<file path="src/rtl/qcv_mem_arbiter_if.sv">
// qcv_mem_arbiter_if: fetch, LSU and unified-memory request/response signals.
//   master: arbiter view (takes fetch/LSU requests and memory responses, drives grants, responses and the memory request)
//   slave:  environment view (core requesters plus the memory)
interface qcv_mem_arbiter_if;
   logic        instr_req_i;
   logic [31:0] instr_addr_i;
   logic        instr_gnt_o;
   logic        instr_rvalid_o;
   logic [31:0] instr_rdata_o;
   logic        instr_err_o;
   logic        data_req_i;
   logic        data_we_i;
   logic [3:0]  data_be_i;
   logic [31:0] data_addr_i;
   logic [31:0] data_wdata_i;
   logic        data_gnt_o;
   logic        data_rvalid_o;
   logic [31:0] data_rdata_o;
   logic        data_err_o;
   logic        mem_req_o;
   logic        mem_we_o;
   logic [3:0]  mem_be_o;
   logic [31:0] mem_addr_o;
   logic [31:0] mem_wdata_o;
   logic        mem_gnt_i;
   logic        mem_rvalid_i;
   logic [31:0] mem_rdata_i;
   logic        mem_err_i;
   modport master (
      input  instr_req_i, instr_addr_i, data_req_i, data_we_i, data_be_i, data_addr_i, data_wdata_i,
             mem_gnt_i, mem_rvalid_i, mem_rdata_i, mem_err_i,
      output instr_gnt_o, instr_rvalid_o, instr_rdata_o, instr_err_o,
             data_gnt_o, data_rvalid_o, data_rdata_o, data_err_o,
             mem_req_o, mem_we_o, mem_be_o, mem_addr_o, mem_wdata_o
   );
   modport slave (
      output instr_req_i, instr_addr_i, data_req_i, data_we_i, data_be_i, data_addr_i, data_wdata_i,
             mem_gnt_i, mem_rvalid_i, mem_rdata_i, mem_err_i,
      input  instr_gnt_o, instr_rvalid_o, instr_rdata_o, instr_err_o,
             data_gnt_o, data_rvalid_o, data_rdata_o, data_err_o,
             mem_req_o, mem_we_o, mem_be_o, mem_addr_o, mem_wdata_o
   );
endinterface

</file>
<file path="src/rtl/qcv_mem_arbiter.sv">
// qcv_mem_arbiter: 2:1 fetch/LSU arbiter onto one req/gnt/rvalid memory port with in-order response routing.
//   clk_i, rst_i (async, active-high); bus: qcv_mem_arbiter_if.master;
//   busy_o: transactions outstanding; unexp_rsp_o: sticky, response arrived with nothing outstanding.
module qcv_mem_arbiter #(
   parameter int MAX_OUTSTANDING = 2,
   parameter int STARVE_LIMIT    = 4
) (
   input  logic                 clk_i,
   input  logic                 rst_i,
   qcv_mem_arbiter_if.master    bus,
   output logic                 busy_o,
   output logic                 unexp_rsp_o
);
   localparam int PW = MAX_OUTSTANDING > 1 ? $clog2(MAX_OUTSTANDING) : 1;
   localparam int CW = $clog2(MAX_OUTSTANDING + 1);
   localparam int SW = $clog2(STARVE_LIMIT + 2);
   typedef enum logic [1:0] {IDLE, LOCK_I, LOCK_D} state_t;
   state_t                     state;
   logic [SW-1:0]              starve_cnt;
   logic [CW-1:0]              count;
   logic [PW-1:0]              wptr, rptr;
   logic [MAX_OUTSTANDING-1:0] tags;
   logic starve_win, sel_d, req_sel, full, push, pop;
   always_comb begin
      starve_win         = (STARVE_LIMIT != 0) && (starve_cnt == SW'(STARVE_LIMIT)) && bus.instr_req_i;
      // A locked source keeps the port until granted, whatever the other side does
      sel_d              = (state == LOCK_D) || (state == IDLE && bus.data_req_i && !starve_win);
      req_sel            = sel_d ? bus.data_req_i : bus.instr_req_i;
      full               = count == CW'(MAX_OUTSTANDING);
      bus.mem_req_o      = req_sel && !full && !rst_i;
      bus.mem_we_o       = sel_d && bus.data_we_i;
      bus.mem_be_o       = sel_d ? bus.data_be_i : 4'hF;
      bus.mem_addr_o     = sel_d ? bus.data_addr_i : bus.instr_addr_i;
      bus.mem_wdata_o    = sel_d ? bus.data_wdata_i : 32'h0;
      push               = bus.mem_req_o && bus.mem_gnt_i;
      bus.data_gnt_o     = push && sel_d;
      bus.instr_gnt_o    = push && !sel_d;
      // count is held at 0 during reset, so responses are swallowed there too
      pop                = bus.mem_rvalid_i && count != '0;
      bus.data_rvalid_o  = pop && tags[rptr];
      bus.instr_rvalid_o = pop && !tags[rptr];
      bus.instr_rdata_o  = bus.mem_rdata_i;
      bus.data_rdata_o   = bus.mem_rdata_i;
      bus.instr_err_o    = bus.mem_err_i;
      bus.data_err_o     = bus.mem_err_i;
      busy_o             = count != '0;
   end
   always_ff @(posedge clk_i or posedge rst_i) begin
      if (rst_i) begin
         state       <= IDLE;
         starve_cnt  <= '0;
         count       <= '0;
         wptr        <= '0;
         rptr        <= '0;
         unexp_rsp_o <= 1'b0;
      end else begin
         state <= state == IDLE ? (bus.mem_req_o && !bus.mem_gnt_i ? (sel_d ? LOCK_D : LOCK_I) : IDLE)
                                : (!req_sel || bus.mem_gnt_i ? IDLE : state);
         if (!bus.instr_req_i || bus.instr_gnt_o) starve_cnt <= '0;
         else if (bus.data_gnt_o && starve_cnt != SW'(STARVE_LIMIT)) starve_cnt <= starve_cnt + 1'b1;
         count <= count + CW'(push) - CW'(pop);
         if (push) wptr <= wptr == PW'(MAX_OUTSTANDING - 1) ? '0 : wptr + 1'b1;
         if (pop) rptr <= rptr == PW'(MAX_OUTSTANDING - 1) ? '0 : rptr + 1'b1;
         if (bus.mem_rvalid_i && count == '0) unexp_rsp_o <= 1'b1;
      end
   end
   // Tag storage: 1 = data, 0 = fetch
   always_ff @(posedge clk_i) begin
      if (push) tags[wptr] <= sel_d;
   end
endmodule
</file>
<file path="src/flat_wrapper.sv">
// flat-port wrapper written by rule: the top's interface ports become plain ports
module qcv_mem_arbiter_flat 
#(
   parameter int MAX_OUTSTANDING = 2,
   parameter int STARVE_LIMIT    = 4
)
  (clk_i, rst_i, busy_o, unexp_rsp_o, bus_instr_req_i, bus_instr_addr_i, bus_data_req_i, bus_data_we_i, bus_data_be_i, bus_data_addr_i, bus_data_wdata_i, bus_mem_gnt_i, bus_mem_rvalid_i, bus_mem_rdata_i, bus_mem_err_i, bus_instr_gnt_o, bus_instr_rvalid_o, bus_instr_rdata_o, bus_instr_err_o, bus_data_gnt_o, bus_data_rvalid_o, bus_data_rdata_o, bus_data_err_o, bus_mem_req_o, bus_mem_we_o, bus_mem_be_o, bus_mem_addr_o, bus_mem_wdata_o);
  qcv_mem_arbiter_if bus_i ();
  input  logic clk_i;
  input  logic rst_i;
  output logic busy_o;
  output logic unexp_rsp_o;
  input wire logic [$bits(bus_i.instr_req_i)-1:0] bus_instr_req_i;
  input wire logic [$bits(bus_i.instr_addr_i)-1:0] bus_instr_addr_i;
  input wire logic [$bits(bus_i.data_req_i)-1:0] bus_data_req_i;
  input wire logic [$bits(bus_i.data_we_i)-1:0] bus_data_we_i;
  input wire logic [$bits(bus_i.data_be_i)-1:0] bus_data_be_i;
  input wire logic [$bits(bus_i.data_addr_i)-1:0] bus_data_addr_i;
  input wire logic [$bits(bus_i.data_wdata_i)-1:0] bus_data_wdata_i;
  input wire logic [$bits(bus_i.mem_gnt_i)-1:0] bus_mem_gnt_i;
  input wire logic [$bits(bus_i.mem_rvalid_i)-1:0] bus_mem_rvalid_i;
  input wire logic [$bits(bus_i.mem_rdata_i)-1:0] bus_mem_rdata_i;
  input wire logic [$bits(bus_i.mem_err_i)-1:0] bus_mem_err_i;
  output wire logic [$bits(bus_i.instr_gnt_o)-1:0] bus_instr_gnt_o;
  output wire logic [$bits(bus_i.instr_rvalid_o)-1:0] bus_instr_rvalid_o;
  output wire logic [$bits(bus_i.instr_rdata_o)-1:0] bus_instr_rdata_o;
  output wire logic [$bits(bus_i.instr_err_o)-1:0] bus_instr_err_o;
  output wire logic [$bits(bus_i.data_gnt_o)-1:0] bus_data_gnt_o;
  output wire logic [$bits(bus_i.data_rvalid_o)-1:0] bus_data_rvalid_o;
  output wire logic [$bits(bus_i.data_rdata_o)-1:0] bus_data_rdata_o;
  output wire logic [$bits(bus_i.data_err_o)-1:0] bus_data_err_o;
  output wire logic [$bits(bus_i.mem_req_o)-1:0] bus_mem_req_o;
  output wire logic [$bits(bus_i.mem_we_o)-1:0] bus_mem_we_o;
  output wire logic [$bits(bus_i.mem_be_o)-1:0] bus_mem_be_o;
  output wire logic [$bits(bus_i.mem_addr_o)-1:0] bus_mem_addr_o;
  output wire logic [$bits(bus_i.mem_wdata_o)-1:0] bus_mem_wdata_o;
  assign bus_i.instr_req_i = bus_instr_req_i;
  assign bus_i.instr_addr_i = bus_instr_addr_i;
  assign bus_i.data_req_i = bus_data_req_i;
  assign bus_i.data_we_i = bus_data_we_i;
  assign bus_i.data_be_i = bus_data_be_i;
  assign bus_i.data_addr_i = bus_data_addr_i;
  assign bus_i.data_wdata_i = bus_data_wdata_i;
  assign bus_i.mem_gnt_i = bus_mem_gnt_i;
  assign bus_i.mem_rvalid_i = bus_mem_rvalid_i;
  assign bus_i.mem_rdata_i = bus_mem_rdata_i;
  assign bus_i.mem_err_i = bus_mem_err_i;
  assign bus_instr_gnt_o = bus_i.instr_gnt_o;
  assign bus_instr_rvalid_o = bus_i.instr_rvalid_o;
  assign bus_instr_rdata_o = bus_i.instr_rdata_o;
  assign bus_instr_err_o = bus_i.instr_err_o;
  assign bus_data_gnt_o = bus_i.data_gnt_o;
  assign bus_data_rvalid_o = bus_i.data_rvalid_o;
  assign bus_data_rdata_o = bus_i.data_rdata_o;
  assign bus_data_err_o = bus_i.data_err_o;
  assign bus_mem_req_o = bus_i.mem_req_o;
  assign bus_mem_we_o = bus_i.mem_we_o;
  assign bus_mem_be_o = bus_i.mem_be_o;
  assign bus_mem_addr_o = bus_i.mem_addr_o;
  assign bus_mem_wdata_o = bus_i.mem_wdata_o;
  qcv_mem_arbiter #(.MAX_OUTSTANDING(MAX_OUTSTANDING), .STARVE_LIMIT(STARVE_LIMIT)) u_core (.clk_i(clk_i), .rst_i(rst_i), .bus(bus_i), .busy_o(busy_o), .unexp_rsp_o(unexp_rsp_o));
endmodule
</file>
<file path="config.mk">
export PLATFORM = sky130hd
export DESIGN_NAME = qcv_mem_arbiter_flat
export DESIGN_NICKNAME = d
export VERILOG_FILES = /design/src/rtl/qcv_mem_arbiter_if.sv /design/src/rtl/qcv_mem_arbiter.sv /design/src/flat_wrapper.sv
export SDC_FILE = /design/constraint.sdc
export NUM_CORES = 1
export LEC_CHECK = 0
export ABC_AREA = 1
export CAP_MARGIN = 20
export CORE_AREA = 4 4 106 108
export CTS_CLUSTER_SIZE = 12
export DETAILED_ROUTE_END_ITERATION = 6
export DIE_AREA = 0 0 110 112
export PLACE_DENSITY = 0.72
export SLEW_MARGIN = 15
export SYNTH_ARGS = -nofsm -noshare
export SYNTH_HDL_FRONTEND = slang
export SYNTH_SLANG_ARGS = --single-unit
</file>
<file path="constraint.sdc">
create_clock -name clk_i -period 2.2 [get_ports clk_i]
set_clock_uncertainty 0.2 [all_clocks]
set_input_delay 0.22 -clock clk_i [delete_from_list [all_inputs] [get_ports clk_i]]
set_output_delay 0.22 -clock clk_i [all_outputs]
set_load 0.01 [all_outputs]
</file>
* Word level (Yosys, flattened, before mapping) *
Index checks and enable logic that the tools add are counted.

word-level totals
  output and inout port bits = 142
  flip-flop bits (word level) = 12
  word-level logic and storage cells = 68
  input bits = 140

operators by class
  muxes and demuxes = 17
  add/subtract/negate cells = 5
  magnitude comparators = 3
  equal/unequal tests = 4
  reductions and logical operators = 32

operators with widths
  kind                   count
  $mux W32               2
  $logic_and A1 B1 Y1    16
  $logic_not A1 Y1       8
  $mux W2                4
  $mux W1                6
  $mux W3                2
  $reduce_bool A2 Y1     3
  $eq A2 B2 Y1 const B   2
  $logic_not A2 Y1       2
  $lt A1 B2 Y1 const B   2
  $mux W4                1
  $add A3 B1 Y3 const B  1
  $eq A3 B3 Y1 const B   1
  $logic_or A1 B1 Y1     3
  $ne A3 B3 Y1 const B   1
  $add A1 B1 Y1 const B  2
  $add A2 B1 Y2          1
  $bwmux W2              1
  $sub A2 B1 Y2          1
  $demux W1 S1           1
  $ge A1 B1 Y1 const B   1

* Longest topological paths before layout *
Gate-level depths: netlist (run 1).

  depth after elaboration = 13
  depth in mapped cells = 11

* Least setup slack after synthesis (run 1) *
Ideal clock, no wire load.

  path kind = register to output
  start = register u_core.starve_cnt[0]
  end = output port bus_mem_be_o[0]
  cell stages (with the launch flop) = 11
  required time = 1780 ps
  path slack = 372 ps
  data arrival time = 1408 ps
  path through = dfrtp_1 -> inv_1 -> ha_1 -> nand2_1 -> inv_2 -> nand2_1 -> nand2_2 -> nand2_4 -> inv_2 -> buf_4 -> or2_1

between the ends
  cells in the longest elaborated chain, start to end = 6

RTL lines
  element                   line                   RTL
  start: declaration        qcv_mem_arbiter.sv:19  logic [SW-1:0] starve_cnt;
  start signal: assignment  qcv_mem_arbiter.sv:60  else if (bus.data_gnt_o && starve_cnt != SW'(STARVE_LIMIT)) starve_cnt <= starve_cnt + 1'b1;
  $eq A3 B3 Y1              qcv_mem_arbiter.sv:25  starve_win = (STARVE_LIMIT != 0) && (starve_cnt == SW'(STARVE_LIMIT)) && bus.instr_req_i;
  $logic_and A1 B1 Y1       qcv_mem_arbiter.sv:25
  $logic_not A1 Y1          qcv_mem_arbiter.sv:27  sel_d = (state == LOCK_D) || (state == IDLE && bus.data_req_i && !starve_win);
  $logic_and A1 B1 Y1       qcv_mem_arbiter.sv:27
  $logic_or A1 B1 Y1        qcv_mem_arbiter.sv:27
  $mux W4                   qcv_mem_arbiter.sv:32  bus.mem_be_o = sel_d ? bus.data_be_i : 4'hF;
  end: declaration          flat_wrapper.sv:34     output wire logic [$bits(bus_i.mem_be_o)-1:0] bus_mem_be_o;

No other way between the ends.

* Worst setup path in the final report (run 1) *
  start = register u_core.starve_cnt[0]
  end = output port bus_mem_addr_o[22]

between the ends
  cells in the longest elaborated chain, start to end = 6

RTL lines
  element              line                   RTL
  $eq A3 B3 Y1         qcv_mem_arbiter.sv:25
  $logic_and A1 B1 Y1  qcv_mem_arbiter.sv:25
  $logic_not A1 Y1     qcv_mem_arbiter.sv:27
  $logic_and A1 B1 Y1  qcv_mem_arbiter.sv:27
  $logic_or A1 B1 Y1   qcv_mem_arbiter.sv:27
  $mux W32             qcv_mem_arbiter.sv:33  bus.mem_addr_o = sel_d ? bus.data_addr_i : bus.instr_addr_i;
  end: declaration     flat_wrapper.sv:35     output wire logic [$bits(bus_i.mem_addr_o)-1:0] bus_mem_addr_o;

No other way between the ends.

==> results of run 1 <==
[power by group through the flow]
stage	Clock, uW	Sequential (uW)	Combinational, uW
floorplan	0	303	615
global placement	0	307	1140
detailed placement	0	309	1170
CTS	210	306	1230
global route	227	313	1320
finish	203	307	1210
[worst paths after layout]
kind,slack (ns),from,to
max in group asynchronous,1.40,rst_i,u_core.starve_cnt[1]
min in group clk_i,0.24,bus_mem_rdata_i[1],bus_data_rdata_o[1]
worst min register to register,0.30,u_core.unexp_rsp_o,u_core.unexp_rsp_o
worst min-delay path,0.10,rst_i,u_core.unexp_rsp_o
worst max register to register,0.07,u_core.starve_cnt[0],u_core.starve_cnt[0]
worst max-delay path,-0.11,u_core.starve_cnt[0],bus_mem_addr_o[22]
[stage by stage]
stage / utilization / setup TNS, ns
after floorplan: - / 0
after global placement: 0.344 / -8.00
after detailed placement: 0.344 / -10.80
after CTS: 0.360 / -1.01
after global routing: 0.354 / -3.89
final: 0.354 / -0.347
[cell type report]
type,count,area share
clock inverters,1,0.00104
clock buffers,3,0.0114
inverters,50,0.0552
well taps,136,0.0469
repair buffers,223,0.540
multi-input cells,186,0.260
flip-flops and latches,12,0.0856
[cell families after synthesis]
logic type,count (synthesis),share of synthesized area
buf+inv,126,0.388
xor+xnor,5,0.0229
simple gates,171,0.379
fa+ha+maj,4,0.0262
flops,12,0.162
compound gates,6,0.0223
[sequential cells by signal, indices dropped and copies added (netlist names)]
name                cells
u_core.starve_cnt       3
u_core.count            2
u_core.state            2
u_core.tags             2
u_core.rptr             1
u_core.unexp_rsp_o      1
u_core.wptr             1
[routing by layer]
layer	share of wire	GRT usage
met5	0	0
met4	0.013	0.0308
met3	0.13	0.0632
met2	0.51	0.236
met1	0.35	0.134
[what timing repair did]
item                                   4_1_cts  5_1_grt
setup buffers                               19        3
gates resized for setup                    237       94
gates cloned                                 5        0
setup endpoints to repair                   72       73
pin swaps                                    2        6
endpoints found under the hold margin        0        0
[placed cells by master, fill, tap and decap left out, types with 4 or more instances in the layout]
| cell | synthesis | routed |
|---|---|---|
| sky130_fd_sc_hd__clkbuf_2 | 0 | 10 |
| sky130_fd_sc_hd__nor2_2 | 1 | 7 |
| sky130_fd_sc_hd__buf_4 | 70 | 23 |
| sky130_fd_sc_hd__clkdlybuf4s50_1 | 0 | 109 |
| sky130_fd_sc_hd__nand2_2 | 2 | 10 |
| sky130_fd_sc_hd__inv_2 | 3 | 4 |
| sky130_fd_sc_hd__buf_2 | 4 | 56 |
| sky130_fd_sc_hd__buf_6 | 0 | 15 |
| sky130_fd_sc_hd__or2_1 | 4 | 4 |
| sky130_fd_sc_hd__dfrtp_1 | 10 | 10 |
| sky130_fd_sc_hd__nand2_1 | 106 | 96 |
| sky130_fd_sc_hd__nor2_1 | 41 | 34 |
| sky130_fd_sc_hd__inv_1 | 47 | 45 |
| sky130_fd_sc_hd__nand3_1 | 10 | 9 |
==> impl_metrics.toml, run 1 <==
[die]
boundary_pin_count = 282
x_dimension_of_the_die_um = 110
chipHeight_um = 112
placementRows = 37
floorplan.die_area_um2 = 12300
core_um2 = 10200
initial_utilization = 0.187

[sta]
fin_worst_hold_slack_ns = 0.104
grt_setup_unrepaired = "true"
max_slew_headroom = 0.724
timing.fmax_ghz = 0.432
setup_viol = 11
timing_max_transition_violations_final = 0
worst_slack_ns = -0.114
timing_hold_violations_final = 0
timing_worst_slew_pin_value_ns = 0.413
final_period_minus_worst_setup_slack_ns = 2.31
min_period_over_period = 1.05

[detailed_routing]
violation_count_after_the_first_detailed_route_iteration = 55
detail_route.wirelength_mm = 8.65
drt.antenna.violating_nets = 0
avgRoutedWirePerCell_um = 14.2
detail_route.first_pass.iterations = 4
total_vias_in_the_final_route = 2391
via_per_inst = 3.91
drcViolationCount = 0

[placed_design]
io_buffers = 182
dpl.hpwl_mm = 6.45
placed_cell_area_um2 = 3520
placedCellCount = 585
placement.setup.worst_slack_ns = -0.216
place_congestion = 0.868

[layout]
final-instance-count-excl-fill = 611
drive_above_1_share = 0.316
nets = 620
antenna-diode-count = 0
syn_to_final_growth_pct = 89.8
ff_latch_area_um2 = 310
multiInputGateArea_um2 = 943
fillerInstances = 1129
fin_area_um2 = 3630

[power]
report.power.total_uw = 1710
power_density_nw_per_um2 = 473
p_leak_uw = 0.00196
power.share.switching = 0.394
p_clk_frac = 0.118
power.share.sequential = 0.179
p_int_uw = 1040
peakVddDrop_mv = 0.195
comb_power_share = 0.703
power.net_switching_uw = 676

[global_route]
grt_pass1_wl_mm = 12.6
grt_util_all_layers = 0.131
vias_in_the_first_global_route = 2581
grt_antenna_before_repair = 0
grt-ovfl-total = 0
pin_count_of_the_biggest_net_entering_global_routing = 17

[worst_setup_path]
cp_startpoint_kind = "flop"
critical_path_arrival_ns = 1.89
timing.reg2reg.worst_path_depth = 15
critical-path-slowest-cell = "sky130_fd_sc_hd__dfrtp_1"
critPathMaxStageDelay_ns = 0.36
critical-path-top-delay-family = "buffers and inverters"
worst-setup-path-type = "flop to output pin"
cp_num_buf_inv = 7
critPathMostFrequentCell = "sky130_fd_sc_hd__nand2_2"
crit_path_end_kind = "output pin"
required_ns = 1.78
path_depth = 14
critPathMaxFanout = 6
crit_chain = "inv_2 -> ha_4 -> nand2_2 -> inv_2 -> nand2_2 -> nand2_2 -> nand2_4 -> clkinv_8 -> buf_8 -> buf_12 -> buf_12 -> nand2_2 -> nand2_1 -> buf_2"

[synthesis]
mappedNetlistNets = 468
ys_seq_area_frac = 0.162
netlist_top_cells_area = "sky130_fd_sc_hd__buf_4 (28%), sky130_fd_sc_hd__nand2_1 (21%), sky130_fd_sc_hd__dfrtp_1 (13%)"
ys_dominant_reg_cell = "sky130_fd_sc_hd__dfrtp_1"
post_synth_most_frequent_cells = "sky130_fd_sc_hd__nand2_1 (106), sky130_fd_sc_hd__buf_4 (70), sky130_fd_sc_hd__inv_1 (47), sky130_fd_sc_hd__nor2_1 (41)"
number_of_synthesized_flops_with_an_enable_pin = 2
async_flop_share = 0.833
synth_cell_type_count = 26
yosysTopAreaCellShare = 0.275
syn_inst = 324
synth-seq-cells = 12
dominant_cell_type_by_area_after_synthesis = "sky130_fd_sc_hd__buf_4"
synthMostInstantiatedCell = "sky130_fd_sc_hd__nand2_1"
synth.yosys.warnings = 0
synthesis.area_per_instance_um2 = 5.90
netlist_area_um2 = 1910

[clocking]
clockBufferDepth = 2
root_buffer = "sky130_fd_sc_hd__clkbuf_8"
path_clk_slew_ns = 0.05
cts-buffers-inserted = 3
clk-insertion-delay-late_ns = 0.24
htree_num_levels = 1
cts.sinks = 12
cts_tree = "yes"
ctsHoldBuffers = 0

[job]
drv_cap = 0

[status]
result_of_the_run = "complete, but fails checks"
violations = "negative setup slack"

[min_path]
hold_class = "primary input to asynchronous set/reset pin"
Power figures use the tool's default switching activity.
==> run 2: changes to the inputs <==
SLEW_MARGIN = 20   (was 15)
==> results of run 2 <==
The final DEF is identical to that of run 1; final timing and power are the same.
==> run 3: changes to the inputs <==
clock period = 2.4 ns   (was 2.2 ns; I/O delays follow)
==> run 3 against run 2 <==
  * The flow now finishes without violations
  * Setup slack better by 0.17 ns
  * First-iteration DRC count is 1.8% higher
  * Routed wire length fell by 12%
  * Sequential cell count did not move
  * Sequential share of layout area rose by 0.47 points
  * Critical endpoint is now bus_mem_addr_o[21]
  * Largest cell class unchanged
==> impl_metrics.toml, run 3 (synthesized netlist as in run 1, its figures left out) <==
[status]
result_of_the_run = "complete, no violations"

[detailed_routing]
via_per_inst = 3.87
total_vias_in_the_final_route = 2241
drcViolationCount = 0
detail_route.first_pass.iterations = 4
violation_count_after_the_first_detailed_route_iteration = 56
avgRoutedWirePerCell_um = 13.1
detail_route.wirelength_mm = 7.58
drt.antenna.violating_nets = 0

[global_route]
grt_util_all_layers = 0.112
grt-ovfl-total = 0
pin_count_of_the_biggest_net_entering_global_routing = 37
grt_antenna_before_repair = 0
grt_pass1_wl_mm = 11.1
vias_in_the_first_global_route = 2309

[clocking]
clk-insertion-delay-late_ns = 0.23
cts.sinks = 12
cts_tree = "yes"
root_buffer = "sky130_fd_sc_hd__clkbuf_8"
htree_num_levels = 1
cts-buffers-inserted = 3
clockBufferDepth = 2
path_clk_slew_ns = 0.05

[worst_setup_path]
critPathMaxFanout = 11
crit_chain = "inv_1 -> ha_1 -> nand2_2 -> inv_2 -> nand2_1 -> nand2_2 -> nand2_4 -> inv_8 -> bufbuf_16 -> nand2_1 -> nand2_1 -> clkdlybuf4s15_2"
worst_setup_path_startpoint = "u_core.starve_cnt[0]"
crit_path_end_kind = "output pin"
worst_reg2reg_startpoint = "u_core.count[1]"
required_ns = 1.96
critPathMaxStageDelay_ns = 0.37
cp_startpoint_kind = "flop"
critical_path_arrival_ns = 1.91
critPathMostFrequentCell = "sky130_fd_sc_hd__nand2_1"
worst-setup-path-type = "flop to output pin"
critical-path-top-delay-family = "buffers and inverters"
cp_num_buf_inv = 5
critical-path-slowest-cell = "sky130_fd_sc_hd__dfrtp_1"

[die]
placementRows = 37
initial_utilization = 0.187
boundary_pin_count = 282
chipHeight_um = 112
x_dimension_of_the_die_um = 110
core_um2 = 10200
floorplan.die_area_um2 = 12300

[layout]
nets = 588
antenna-diode-count = 0
syn_to_final_growth_pct = 79.8
layout.core_utilization = 0.336
final-instance-count-excl-fill = 579
drive_above_1_share = 0.0926
largest_register_ff_count = 3
mostFrequentLayoutCell = "sky130_fd_sc_hd__clkdlybuf4s50_1"
layout_common_cells = "sky130_fd_sc_hd__clkdlybuf4s50_1 (111), sky130_fd_sc_hd__nand2_1 (105), sky130_fd_sc_hd__dlygate4sd2_1 (49), sky130_fd_sc_hd__inv_1 (47), sky130_fd_sc_hd__nor2_1 (41)"
top_register_by_number_of_flip_flops = "u_core.starve_cnt"

[sta]
worst_slack_ns = 0.0540
setup_viol = 0
fin_worst_hold_slack_ns = 0.133
timing_hold_violations_final = 0
min_period_over_period = 0.977
grt_setup_unrepaired = "true"
timing_worst_slew_pin_value_ns = 0.401
final_period_minus_worst_setup_slack_ns = 2.35
timing.fmax_ghz = 0.426
max_slew_headroom = 0.733
timing_max_transition_violations_final = 0
setup-tns-final_ns = 0

[placed_design]
place_congestion = 0.823
dpl.hpwl_mm = 6.40
io_buffers = 182
placement.setup.worst_slack_ns = -0.0365
placedCellCount = 572

[power]
power_density_nw_per_um2 = 422
p_leak_uw = 0.00186
peakVddDrop_mv = 0.186

[min_path]
hold_class = "primary input to asynchronous set/reset pin"

[job]
drv_cap = 0
run 3: cell types whose count changed in the layout (fill, tap and decap cells not counted), sizes merged:
cell	change
buf	-88
clkinv	-1
bufbuf	+1
dlymetal6s2s	-1
clkbuf	-4
inv	+1
dlygate4sd2	+48
clkdlybuf4s50	+2
clkdlybuf4s15	+10
run 3: layout make-up:
cell class                 count  area, um2
multi-input combinational    186        862
sequential                    12        310
timing repair buffer         191       1850
fill                        1122       6800
clock buffer                   3       41.3
clock inverter                 1       3.75
inverter                      50        195
tap                          136        170
run 3: final timing paths:
| check | end | cells past startpoint | slack [ns] |
|---|---|---|---|
| worst max-delay path | bus_mem_addr_o[21] | 12 | 0.05 |
| worst min-delay path | u_core.unexp_rsp_o | 2 | 0.13 |
| worst max register to register | u_core.count[1] | 7 | 0.50 |
| worst min register to register | u_core.unexp_rsp_o | 1 | 0.30 |
| max in group asynchronous | u_core.count[1] | 2 | 1.59 |
| min in group clk_i | bus_data_rdata_o[1] | 0 | 0.28 |
run 3: routing by layer:
layer  GRT usage  part of all wire
met1       0.110              0.34
met3      0.0597              0.14
met5           0                 0
met2       0.204              0.51
met4      0.0241             0.014
run 3: report_power, final:
part	total, uW	internal, uW	switching (uW)
clock	184	113	71.5
sequential	280	255	25.9
combinational	984	521	463
run 3: per-stage QoR:
stage	cell area, um2	power, uW
2_1_floorplan	1910	842
3_3_place_gp	3430	1310
3_5_place_dp	3430	1340
4_1_cts	3480	1480
5_1_grt	3440	1570
6_report	3440	1450
run 3: repair_timing:
item / in CTS / in global routing
hold buffers: 0 / 0
setup buffers: 0 / 1
setup endpoints to repair: 71 / 28
gates cloned: 2 / 0
resized for setup: 93 / 25
